[src/rtl/gobou_ctrl_issue_if.sv]
// Gobou control bus: start/valid/stop strobes between
// the issue block and the ctrl pipeline chain.
interface ctrl_bus;
    logic start;
    logic valid;
    logic stop;

    modport master (output start, valid, stop);
    modport slave  (input  start, valid, stop);
endinterface

[src/rtl/gobou_ctrl_issue.sv]
// Issue end of the gobou ctrl chain: sequences start/valid/stop
// per batch, generates read addresses, acks once all stops return.
module gobou_ctrl_issue #(
    parameter int LWIDTH  = 16,
    parameter int IWIDTH  = 12,
    parameter int WWIDTH  = 16,
    parameter int CORE    = 16,
    parameter int GAP_CYC = 2
) (
    input  logic              clk,
    input  logic              xrst,
    input  logic              req,
    input  logic [LWIDTH-1:0] n_in,
    input  logic [LWIDTH-1:0] n_out,
    output logic              ack,
    output logic              busy,
    ctrl_bus.master           out_ctrl,
    ctrl_bus.slave            tail_ctrl,
    output logic [IWIDTH-1:0] in_addr,
    output logic [WWIDTH-1:0] w_addr
);

    typedef enum logic [2:0] {
        S_IDLE,
        S_START,
        S_ISSUE,
        S_GAP,
        S_WAIT,
        S_DONE
    } state_e;

    localparam logic [LWIDTH:0]   CORE_W   = (LWIDTH+1)'(CORE);
    localparam logic [LWIDTH:0]   CORE_M1  = (LWIDTH+1)'(CORE - 1);
    localparam logic [LWIDTH:0]   ONE_B    = (LWIDTH+1)'(1);
    localparam logic [LWIDTH-1:0] ONE_L    = LWIDTH'(1);
    localparam logic [LWIDTH-1:0] GAP_LAST = LWIDTH'(GAP_CYC - 1);

    state_e              state_q, state_d;
    logic [LWIDTH-1:0]   n_in_q, n_in_d;
    logic [LWIDTH:0]     batches_q, batches_d;
    logic [LWIDTH-1:0]   batch_q, batch_d;
    logic [LWIDTH-1:0]   in_cnt_q, in_cnt_d;
    logic [LWIDTH-1:0]   ret_q, ret_d;
    logic [LWIDTH-1:0]   gap_q, gap_d;
    logic [WWIDTH-1:0]   base_q, base_d;

    logic                start_q, start_d;
    logic                valid_q, valid_d;
    logic                stop_q, stop_d;
    logic                ack_q, ack_d;
    logic                busy_q, busy_d;
    logic [IWIDTH-1:0]   in_addr_q, in_addr_d;
    logic [WWIDTH-1:0]   w_addr_q, w_addr_d;

    logic [LWIDTH:0]     batches_calc;
    logic                last_in;
    logic                last_batch;

    assign batches_calc = ({1'b0, n_out} + CORE_M1) / CORE_W;
    assign last_in      = (in_cnt_q == n_in_q - ONE_L);
    assign last_batch   = (({1'b0, batch_q} + ONE_B) == batches_q);

    always_ff @(posedge clk) begin
        if (xrst) begin
            state_q   <= S_IDLE;
            n_in_q    <= '0;
            batches_q <= '0;
            batch_q   <= '0;
            in_cnt_q  <= '0;
            ret_q     <= '0;
            gap_q     <= '0;
            base_q    <= '0;
            start_q   <= 1'b0;
            valid_q   <= 1'b0;
            stop_q    <= 1'b0;
            ack_q     <= 1'b0;
            busy_q    <= 1'b0;
            in_addr_q <= '0;
            w_addr_q  <= '0;
        end else begin
            state_q   <= state_d;
            n_in_q    <= n_in_d;
            batches_q <= batches_d;
            batch_q   <= batch_d;
            in_cnt_q  <= in_cnt_d;
            ret_q     <= ret_d;
            gap_q     <= gap_d;
            base_q    <= base_d;
            start_q   <= start_d;
            valid_q   <= valid_d;
            stop_q    <= stop_d;
            ack_q     <= ack_d;
            busy_q    <= busy_d;
            in_addr_q <= in_addr_d;
            w_addr_q  <= w_addr_d;
        end
    end

    always_comb begin
        state_d   = state_q;
        n_in_d    = n_in_q;
        batches_d = batches_q;
        batch_d   = batch_q;
        in_cnt_d  = in_cnt_q;
        ret_d     = ret_q;
        gap_d     = gap_q;
        base_d    = base_q;
        // Short chains may return stops before issue has finished.
        if (state_q != S_IDLE && tail_ctrl.stop) begin
            ret_d = ret_q + ONE_L;
        end
        unique case (state_q)
            S_IDLE: begin
                if (req) begin
                    n_in_d    = n_in;
                    batches_d = batches_calc;
                    batch_d   = '0;
                    in_cnt_d  = '0;
                    ret_d     = '0;
                    base_d    = '0;
                    if (n_in == '0 || n_out == '0) begin
                        state_d = S_DONE;
                    end else begin
                        state_d = S_START;
                    end
                end
            end
            S_START: begin
                in_cnt_d = '0;
                state_d  = S_ISSUE;
            end
            S_ISSUE: begin
                in_cnt_d = in_cnt_q + ONE_L;
                if (last_in) begin
                    in_cnt_d = '0;
                    batch_d  = batch_q + ONE_L;
                    base_d   = base_q + WWIDTH'(n_in_q);
                    if (last_batch) begin
                        state_d = S_WAIT;
                    end else if (GAP_CYC == 0) begin
                        state_d = S_START;
                    end else begin
                        gap_d   = '0;
                        state_d = S_GAP;
                    end
                end
            end
            S_GAP: begin
                gap_d = gap_q + ONE_L;
                if (gap_q == GAP_LAST) begin
                    state_d = S_START;
                end
            end
            S_WAIT: begin
                if ({1'b0, ret_d} == batches_q) begin
                    state_d = S_DONE;
                end
            end
            S_DONE: begin
                state_d = S_IDLE;
            end
            default: begin
                state_d = S_IDLE;
            end
        endcase
    end

    always_comb begin
        start_d   = (state_q == S_START);
        valid_d   = (state_q == S_ISSUE);
        stop_d    = valid_d && last_in;
        ack_d     = (state_q == S_DONE);
        busy_d    = (state_q != S_IDLE);
        in_addr_d = '0;
        w_addr_d  = '0;
        if (valid_d) begin
            in_addr_d = IWIDTH'(in_cnt_q);
            w_addr_d  = base_q + WWIDTH'(in_cnt_q);
        end
    end

    assign out_ctrl.start = start_q;
    assign out_ctrl.valid = valid_q;
    assign out_ctrl.stop  = stop_q;
    assign ack            = ack_q;
    assign busy           = busy_q;
    assign in_addr        = in_addr_q;
    assign w_addr         = w_addr_q;

endmodule

[src/flat_wrapper.sv]
// flat-port wrapper written by rule: the top's interface ports become plain ports
module gobou_ctrl_issue_flat 
#(
    parameter int LWIDTH  = 16,
    parameter int IWIDTH  = 12,
    parameter int WWIDTH  = 16,
    parameter int CORE    = 16,
    parameter int GAP_CYC = 2
)
  (clk, xrst, req, n_in, n_out, ack, busy, in_addr, w_addr, out_ctrl_start, out_ctrl_valid, out_ctrl_stop, tail_ctrl_start, tail_ctrl_valid, tail_ctrl_stop);
  ctrl_bus out_ctrl_i ();
  ctrl_bus tail_ctrl_i ();
  input  logic clk;
  input  logic xrst;
  input  logic req;
  input  logic [LWIDTH-1:0] n_in;
  input  logic [LWIDTH-1:0] n_out;
  output logic ack;
  output logic busy;
  output logic [IWIDTH-1:0] in_addr;
  output logic [WWIDTH-1:0] w_addr;
  output wire logic [$bits(out_ctrl_i.start)-1:0] out_ctrl_start;
  output wire logic [$bits(out_ctrl_i.valid)-1:0] out_ctrl_valid;
  output wire logic [$bits(out_ctrl_i.stop)-1:0] out_ctrl_stop;
  input wire logic [$bits(tail_ctrl_i.start)-1:0] tail_ctrl_start;
  input wire logic [$bits(tail_ctrl_i.valid)-1:0] tail_ctrl_valid;
  input wire logic [$bits(tail_ctrl_i.stop)-1:0] tail_ctrl_stop;
  assign out_ctrl_start = out_ctrl_i.start;
  assign out_ctrl_valid = out_ctrl_i.valid;
  assign out_ctrl_stop = out_ctrl_i.stop;
  assign tail_ctrl_i.start = tail_ctrl_start;
  assign tail_ctrl_i.valid = tail_ctrl_valid;
  assign tail_ctrl_i.stop = tail_ctrl_stop;
  gobou_ctrl_issue #(.LWIDTH(LWIDTH), .IWIDTH(IWIDTH), .WWIDTH(WWIDTH), .CORE(CORE), .GAP_CYC(GAP_CYC)) u_core (.clk(clk), .xrst(xrst), .req(req), .n_in(n_in), .n_out(n_out), .ack(ack), .busy(busy), .out_ctrl(out_ctrl_i), .tail_ctrl(tail_ctrl_i), .in_addr(in_addr), .w_addr(w_addr));
endmodule
[config.mk]
export PLATFORM = sky130hd
export DESIGN_NAME = gobou_ctrl_issue_flat
export DESIGN_NICKNAME = d
export VERILOG_FILES = /design/src/rtl/gobou_ctrl_issue_if.sv /design/src/rtl/gobou_ctrl_issue.sv /design/src/flat_wrapper.sv
export SDC_FILE = /design/constraint.sdc
export NUM_CORES = 1
export LEC_CHECK = 0
export ABC_AREA = 1
export BUFFER_PORTS_ARGS = -buffer_cell sky130_fd_sc_hd__buf_2
export CORE_UTILIZATION = 65
export DETAILED_ROUTE_END_ITERATION = 7
export PLACE_DENSITY = 0.86
export SKIP_CTS_REPAIR_TIMING = 1
export SLEW_MARGIN = 10
export SYNTH_ARGS = -nofsm -noshare
export SYNTH_HDL_FRONTEND = slang
export SYNTH_SLANG_ARGS = --single-unit
[constraint.sdc]
create_clock -name clk -period 4.45 [get_ports clk]
set_input_delay 0.445 -clock clk [delete_from_list [all_inputs] [get_ports clk]]
set_output_delay 0.445 -clock clk [all_outputs]
set_load 0.03 [all_outputs]
== Word level (Yosys, flattened, before mapping) ==
Cells that the tools add are included.
W data, S select, Z words.

* Register bits: 145
* Word-level logic and storage cells: 75

* $add $sub $neg: 9
* Equal/unequal tests: 14
* Multiplexer cells: 20
* Bitwise gates (word level): 1
* Reductions and logical operators: 16

{| class="wikitable"
|+ Operator list
! operator !! count
|-
| $mux W16 || 9
|-
| $pmux W16 S2 || 3
|-
| $add A16 B1 Y16 const B || 4
|-
| $pmux W16 S3 || 1
|-
| $add A16 B16 Y16 || 2
|-
| $logic_not A16 Y1 || 2
|-
| $mux W3 || 6
|-
| $add A16 B1 Y17 const B || 1
|-
| $add A16 B4 Y17 const B || 1
|-
| $eq A17 B13 Y1 || 1
|-
| $eq A16 B1 Y1 const B || 1
|-
| $eq A16 B13 Y1 || 1
|-
| $eq A16 B16 Y1 || 1
|-
| $sub A16 B1 Y16 const B || 1
|-
| $pmux W3 S5 || 1
|-
| $eq A3 B2 Y1 const B || 2
|-
| $eq A3 B3 Y1 const B || 2
|-
| $ne A2 B2 Y1 const B || 3
|-
| $reduce_and A3 Y1 || 2
|-
| $reduce_bool A3 Y1 || 2
|-
| $ne A2 B1 Y1 const B || 2
|-
| $reduce_and A2 Y1 || 2
|-
| $reduce_and A4 Y1 || 1
|-
| $reduce_bool A2 Y1 || 2
|-
| 6 further kinds || 7
|}

== Logic depth before layout (Yosys ltp) ==
Gate-level depths: netlist of run 1.

* Depth after elaboration: 6
* Gate-level depth with buffers: 19
* Mapped depth without buffers: 18

== Least setup slack after synthesis of run 1 ==
OpenSTA, ideal clock, no wires.

* Kind: register to register
* Start point: register u_core.in_cnt_q[0]
* End point: register u_core.w_addr_q[12], in the netlist u_core.w_addr[12]
* Setup time: 71 ps
* Arrival time: 2195 ps
* Data required time: 4379 ps
* Path slack: 2184 ps
* Cell stages (with the launch flop): 17
* Path buffers: 0
* Clock period less this slack: 2266 ps
* Cells stage by stage: dfxtp_1 ha_1 inv_1 fa_1 nor2_1 o21ai_0 nand2_1 inv_1 o21ai_0 inv_1 o21ai_0 nand2_1 nand2_1 nand3_1 nand2_1 nand2_1 a21oi_1

* Cells in the longest elaborated chain, start to end: 1

{| class="wikitable"
|+ RTL lines
! what !! line !! source
|-
| from (decl) || gobou_ctrl_issue.sv:42 || <nowiki>logic [LWIDTH-1:0] in_cnt_q, in_cnt_d;</nowiki>
|-
| from (signal assigned) || gobou_ctrl_issue.sv:85 || <nowiki>in_cnt_q <= in_cnt_d;</nowiki>
|-
| $add A16 B16 Y16 || gobou_ctrl_issue.sv:178 || <nowiki>w_addr_d = base_q + WWIDTH'(in_cnt_q);</nowiki>
|-
| to (signal assigned) || gobou_ctrl_issue.sv:95 || <nowiki>w_addr_q <= w_addr_d;</nowiki>
|-
| to (decl) || gobou_ctrl_issue.sv:53 || <nowiki>logic [WWIDTH-1:0] w_addr_q, w_addr_d;</nowiki>
|}

Every way passes these cells.
A chain may end at the register's enable or synchronous reset.

== Worst setup path after layout of run 1 ==
* Start point: register u_core.n_in_q[0]
* End point: register u_core.batch_q[0]

* Cells in the longest elaborated chain, start to end: 4

{| class="wikitable"
|+ RTL lines
! what !! line !! source
|-
| from (decl) || gobou_ctrl_issue.sv:39 || <nowiki>logic [LWIDTH-1:0] n_in_q, n_in_d;</nowiki>
|-
| from (signal assigned) || gobou_ctrl_issue.sv:82 || <nowiki>n_in_q <= n_in_d;</nowiki>
|-
| $sub A16 B1 Y16 || gobou_ctrl_issue.sv:60 || <nowiki>assign last_in = (in_cnt_q == n_in_q - ONE_L);</nowiki>
|-
| $eq A16 B16 Y1 || gobou_ctrl_issue.sv:60 ||
|-
| $ne A2 B2 Y1 (no source line) || - ||
|-
| $reduce_and A3 Y1 (no source line) || - ||
|-
| to (signal assigned) || gobou_ctrl_issue.sv:84 || <nowiki>batch_q <= batch_d;</nowiki>
|-
| to (decl) || gobou_ctrl_issue.sv:41 || <nowiki>logic [LWIDTH-1:0] batch_q, batch_d;</nowiki>
|}

Every way passes these cells.

==> results_dict.tcl, run 1 <==
set metrics [dict create \
    outcome "finished clean" \
    slew_viol_final 0 \
    synth_area_per_cell_um2 6.630 \
    port_buffers 68 \
    yosysSeqAreaShare_pct 31.82 \
    p_seq_share_pct 34.1 \
    hp-class "in2reg" \
    ir_drop_mv 0.2830 \
    layout_min_cycle_time_ns 2.945 \
    layout-drive-gt1-share_pct 10.84 \
    grt_max_degree 31 \
    cts_tree "yes" \
    cts.clk_slew.worst_paths_ns 0.06 \
    antenna-diode-count 0 \
    max_slew_margin_pct 26.59 \
    setup-tns-final_ns 0 \
    core_area_mm2 0.01345 \
    synth-warning-count 0 \
    synthCells 1376 \
    drt_first_iter_violations 834 \
    dpl.cell_count 1601 \
    worst_slew_pin_slew_ns 1.100 \
    cap_violations 0 \
    dieArea_mm2 0.01451 \
    drt_first_pass_iters 6 \
    p_switching_w 0.001740 \
    synth_area_mm2 0.009122 \
    finClkSkew_ns 0.008822 \
    timing.fmax_mhz 339.6 \
    crit_type "reg2reg" \
    cp_max_fo 29 \
    swShare_pct 39.10 \
    fin_crit_sh_pct 66.17 \
    gp_congestion 0.9880 \
    end_kind "register" \
    fin_cells 1633 \
    num_io_pins 71 \
    vias 9279 \
    finalSetupViolations 0 \
    startpoint_type "register" \
    synth_seq_cells 145 \
    num_rows 42 \
    clock-sinks 145 \
    cts.htree.levels 4 \
    worstPathRequired_ns 4.77 \
    drc 0 \
    grt_pass1_wl_um 39630 \
    rsz0062_at_grt "no" \
    fp.dieH_um 120.5 \
    fin_nets 1520 \
    cts_max_path_buffers 2 \
    routedWlPerCell_um 14.62 \
    finalHoldViolCount 0 \
    area_growth_pct 11.41 \
    arrival_ns 3.27 \
    combPwrFrac_pct 34.6 \
    leakage_nw 4.621 \
    cts_root_buffer "clkbuf_16" \
    initial_utilization_pct 67.81 \
    clockPowerShare_pct 31.3 \
    yosys.cell_types.count 57 \
    grt-ovfl-total 0 \
    insertion_delay_ns 0.43 \
    die_x_um 120.5 \
    postRouteAntennaNets 0 \
    grt_pass1_vias 8602 \
    vias_per_cell 5.682 \
    antenna_found_initial 0 \
    internal_power_w 0.002711 \
    synth_nets 1452 \
    grt_use_total_pct 34.30 \
    routed_wl_um 23880 \
    powerDensity_mw_per_mm2 437.9 \
    cts_inserted_buffers 17 \
    place_hpwl_um 17390 \
]
==> metal layers <==
layer	track usage, %	routed length (µm)	up-vias
met5	0	0	-
li1	-	-	4605
met4	21.22	1336	0
met3	5.708	1439	107
met2	58.98	11520	366
met1	39.69	9590	4201
==> state kept, by name (all words and copies together), names as in the netlist, 3 cells and up <==
| register | flops |
|---|---|
| u_core.base_q | 16 |
| u_core.w_addr | 16 |
| u_core.batches_q | 13 |
| u_core.ret_q | 16 |
| u_core.state_q | 3 |
| u_core.n_in_q | 16 |
| u_core.gap_q | 16 |
| u_core.in_cnt_q | 16 |
| u_core.in_addr | 12 |
| u_core.batch_q | 16 |
==> critical path, cell delays in order (launching register included) <==
cell      delay (ns)
dfxtp_1         0.35
inv_1           0.15
ha_1            0.25
nand2_2         0.14
nor2_4          0.19
xor2_1          0.26
inv_1           0.06
nand2_1         0.06
nor2_1          0.05
nand3_1         0.06
nor2_1          0.05
nand3_2         0.05
buf_4           0.33
clkinv_2        0.46
o21ai_0         0.31
nor2_1          0.05
==> cells in the final DEF (no fill, tap or decap), types with 6 or more instances in the layout <==
master     synthesis  final
nand2_1          352    352
inv_1            169    169
nor2_1           160    160
dfxtp_1          145    145
nand3_1          128    128
a21oi_1           95     95
buf_2              0     68
o21ai_0           42     42
xor2_1            41     41
ha_1              36     36
nand4_1           22     22
nor3_1            21     21
clkbuf_16          0     17
nor2_2            11     11
xnor2_1           10     10
nand3b_1           9      9
nor4_1             9      9
nand2_2            7      7
or2_2              7      7
buf_4              4      7
nand2_4            6      6
a22o_1             6      6
clkinv_2           1      6
==> synth_stat cells (all sizes together) <==
library cell,count,area share (%)
o2111ai,3,0.29
nor3b,4,0.33
o22ai,5,0.34
o211ai,1,0.082
xnor3,2,0.49
nand3,130,7.2
a41oi,1,0.096
a21oi,96,5.3
dfxtp,145,32
o31ai,3,0.25
fa,2,0.44
and2,1,0.069
a31o,1,0.096
nor4,9,0.62
nor2,175,7.8
and3,2,0.14
o21ai,48,2.8
ha,36,4.9
clkbuf,14,0.58
nand3b,10,0.96
a211oi,5,0.41
or2,9,0.62
nand2,365,16
o21bai,2,0.16
buf,12,1.1
o32ai,5,0.48
inv,175,7.3
nor3,24,1.6
a21boi,2,0.29
clkinv,3,0.14
xnor2,10,0.96
and3b,1,0.096
xor2,41,3.9
a21o,1,0.082
a31oi,3,0.21
a22o,6,0.58
nand4,22,1.5
o21a,2,0.16
==> power groups by stage <==
| stage | registers [W] | clock network [W] | logic, W |
|---|---|---|---|
| floorplan | 0.00152 | 0 | 0.00119 |
| global placement | 0.00154 | 0 | 0.00148 |
| detailed placement | 0.00154 | 0 | 0.00150 |
| CTS | 0.00151 | 0.00140 | 0.00152 |
| global route | 0.00153 | 0.00146 | 0.00171 |
| finish | 0.00152 | 0.00139 | 0.00154 |
==> metrics by stage <==
stage | instance area (µm²) | util, % | setup slack, ns | hold slack [ns] | total power [W]
after floorplan | 9123 | - | 2.184 | 0.4390 | 0.002704
after global placement | 9585 | 71.25 | 1.616 | 0.4484 | 0.003019
after detailed placement | 9585 | 71.25 | 1.555 | 0.4536 | 0.003043
after CTS | 10160 | 75.55 | 1.556 | 0.2107 | 0.004434
after global routing | 10160 | 75.55 | 1.273 | 0.2236 | 0.004704
final | 10160 | 75.55 | 1.505 | 0.2188 | 0.004451
==> worst paths after layout <==
check | from | endpoint | slack [ns] | depth (start not counted)
setup / recovery | u_core.n_in_q[0]$_SDFFE_PP0P_ | u_core.batch_q[0]$_SDFFE_PP0P_ | 1.51 | 15
hold / removal | req | u_core.ret_q[0]$_SDFF_PP0_ | 0.22 | 2
setup reg to reg | u_core.n_in_q[0]$_SDFFE_PP0P_ | u_core.batch_q[0]$_SDFFE_PP0P_ | 1.51 | 15
hold reg to reg | u_core.gap_q[4]$_SDFFE_PP0P_ | u_core.gap_q[4]$_SDFFE_PP0P_ | 0.46 | 2
==> cell type report <==
cell class	count	area (µm²)
Timing Repair Buffer	75	392.9
Tap cell	176	220.2
Clock inverter	9	80.08
Multi-Input combinational cell	1027	5390
Fill cell	1083	3289
Clock buffer	23	498.0
Sequential cell	145	2903
Inverter	178	679.4
==> kinds of logic (layout without fill, tap and decap cells) <==
group / Yosys count / count (layout) / share of synthesized area, %
AO/OA/AOI/OAI: 184 / 184 / 11.59
XOR/XNOR: 53 / 53 / 5.390
adder cells (fa/ha/maj): 38 / 38 / 5.376
buffers and inverters: 204 / 285 / 9.093
flip-flops: 145 / 145 / 31.82
AND/OR/NAND/NOR: 752 / 752 / 36.73
(Power assumes the default switching activity.)
==> inputs of run 2 (changes only) <==
CORE_UTILIZATION = 55   (was 65)
PLACE_DENSITY = 0.78   (was 0.86)
clock period = 2.4 ns   (was 4.45 ns; I/O delays follow)
==> run 2 against run 1 <==
Effect of this change: register-to-register slack got worse by 1.4 ns; sequential power is 82% higher; design area is 5.7% higher; count of clock-buffer cells in the layout is 4 lower; worst hold slack lost 0.18 ns; combinational power up 120%; largest cell class unchanged; critical path depth stayed put.
==> results_dict.tcl, run 2 (synthesis results as in run 1) <==
set metrics [dict create \
    dpl.cell_count 1672 \
    fp.dieH_um 130.8 \
    fin_cells 1709 \
    grt_use_total_pct 30.07 \
    cts_tree "yes" \
    worst_slew_pin_slew_ns 0.6555 \
    layout-drive-gt1-share_pct 15.61 \
    slowest_stage "fa_1" \
    hp-class "in2reg" \
    routed_wl_um 24680 \
    initial_utilization_pct 56.81 \
    finalHoldViolCount 0 \
    cp_max_fo 4 \
    cts.clk_slew.worst_paths_ns 0.06 \
    worstPathRequired_ns 2.71 \
    antenna_found_initial 0 \
    dieArea_mm2 0.01711 \
    end_kind "register" \
    postRouteAntennaNets 0 \
    startpoint_type "register" \
    cts.htree.levels 4 \
    area_growth_pct 17.73 \
    routedWlPerCell_um 14.44 \
    fin_crit_sh_pct 94.27 \
    mostFrequentLayoutCells "nand2_1, inv_1, nor2_1, dfxtp_1, nand3_1" \
    mostFrequentLayoutCell "nand2_1" \
    drt_first_pass_iters 5 \
    ir_drop_mv 0.5617 \
    die_x_um 130.8 \
    num_rows 46 \
    timing.fmax_mhz 442.0 \
    gp_congestion 0.9516 \
    cts_root_buffer "clkbuf_16" \
    antenna-diode-count 0 \
    grt_max_degree 28 \
    drc 0 \
    utilization_pct 66.88 \
    layout_min_cycle_time_ns 2.262 \
    worstReg2RegStart "u_core.base_q[0]$_SDFFE_PP0P_" \
    vias 9206 \
    cpPeakStageDelay_ns 0.42 \
    slew_viol_final 0 \
    grt_pass1_wl_um 40000 \
    outcome "finished clean" \
    leakage_nw 4.848 \
    grt-ovfl-total 0 \
    num_io_pins 71 \
    min-delay-start "req" \
    crit_type "reg2reg" \
    cts_inserted_buffers 17 \
    core_area_mm2 0.01606 \
    finalSetupViolations 0 \
    cap_violations 0 \
    arrival_ns 2.57 \
    finClkSkew_ns 0.01144 \
    fin_nets 1556 \
    rsz0062_at_grt "yes" \
    place_hpwl_um 18260 \
    insertion_delay_ns 0.43 \
    grt_pass1_vias 8442 \
    clock-sinks 145 \
    worstSetupStartpoint "u_core.base_q[0]$_SDFFE_PP0P_" \
    powerDensity_mw_per_mm2 831.2 \
    drt_first_iter_violations 639 \
    vias_per_cell 5.387 \
    cp_cell_sequence "buf_4, ha_1, fa_1, nand3_1, nand2_1, nand3_1, nand2_2, inv_1, o21bai_1, nand3_1, nand2_1, xnor2_1, inv_1, nand2_1, a21oi_1" \
    cts_max_path_buffers 2 \
    port_buffers 68 \
    max_slew_margin_pct 55.90 \
]
-- run 2: cell types whose count changed in the layout (fill, tap and decap cells not counted), moves of 4 or more --
cell,delta
buf_4,+31
clkbuf_8,-4
dfxtp_1,-5
dfxtp_2,+4
ha_1,-4
nand2_1,-5
nor2_1,-13
nor2_2,+11
xor2_1,-4
xor2_2,+4
-- run 2: per-stage QoR --
step	hold WS, ns	total power [W]	TNS [ns]	area (µm²)	setup WS, ns
2_1_floorplan	0.3329	0.005014	0	9123	0.1345
3_3_place_gp	0.4494	0.005841	-0.003630	9906	-0.003630
3_5_place_dp	0.4579	0.005872	-0.02347	9906	-0.02347
4_1_cts	0.02189	0.008699	-0.04583	10530	-0.04583
5_1_grt	0.01942	0.009453	-0.1448	10740	-0.05447
6_report	0.03782	0.008928	0	10740	0.1376
-- run 2: power by group --
part / internal [W] / total (W) / switching (W)
Sequential: 0.00258 / 0.00277 / 0.000190
Combinational: 0.00116 / 0.00334 / 0.00217
Clock: 0.00177 / 0.00283 / 0.00106
-- run 2: worst paths after layout --
kind | slack (ns) | cells past startpoint | endpoint
max | 0.14 | 15 | u_core.base_q[12]$_SDFFE_PP0P_
min | 0.04 | 2 | u_core.ret_q[0]$_SDFF_PP0_
max reg2reg | 0.14 | 15 | u_core.base_q[12]$_SDFFE_PP0P_
min reg2reg | 0.46 | 2 | u_core.gap_q[8]$_SDFFE_PP0P_
-- run 2: layout make-up --
class	instances	area, µm²
Sequential cell	145	2912
Fill cell	1437	5318
Clock inverter	13	182.7
Inverter	178	679.4
Clock buffer	19	442.9
Tap cell	216	270.3
Timing Repair Buffer	110	696.9
Multi-Input combinational cell	1028	5557
-- run 2: critical path: cells and delay by family, from the launching register on --
family | cells | cell delay, ns
AO/OA/AOI/OAI | 2 | 0.16
XOR/XNOR | 1 | 0.17
AND/OR/NAND/NOR | 7 | 0.58
adder cells (fa/ha/maj) | 2 | 0.66
buffers and inverters | 3 | 0.25
flip-flops | 1 | 0.31
-- run 2: layer usage --
metal | up-vias | share of wire [%] | track usage (%) | routed length, µm
met2 | 299 | 48 | 51.88 | 11920
li1 | 4686 | - | - | -
met5 | - | 0 | 0 | 0
met4 | 0 | 3.8 | 14.81 | 941
met1 | 4162 | 42 | 35.95 | 10470
met3 | 59 | 5.5 | 5.415 | 1352
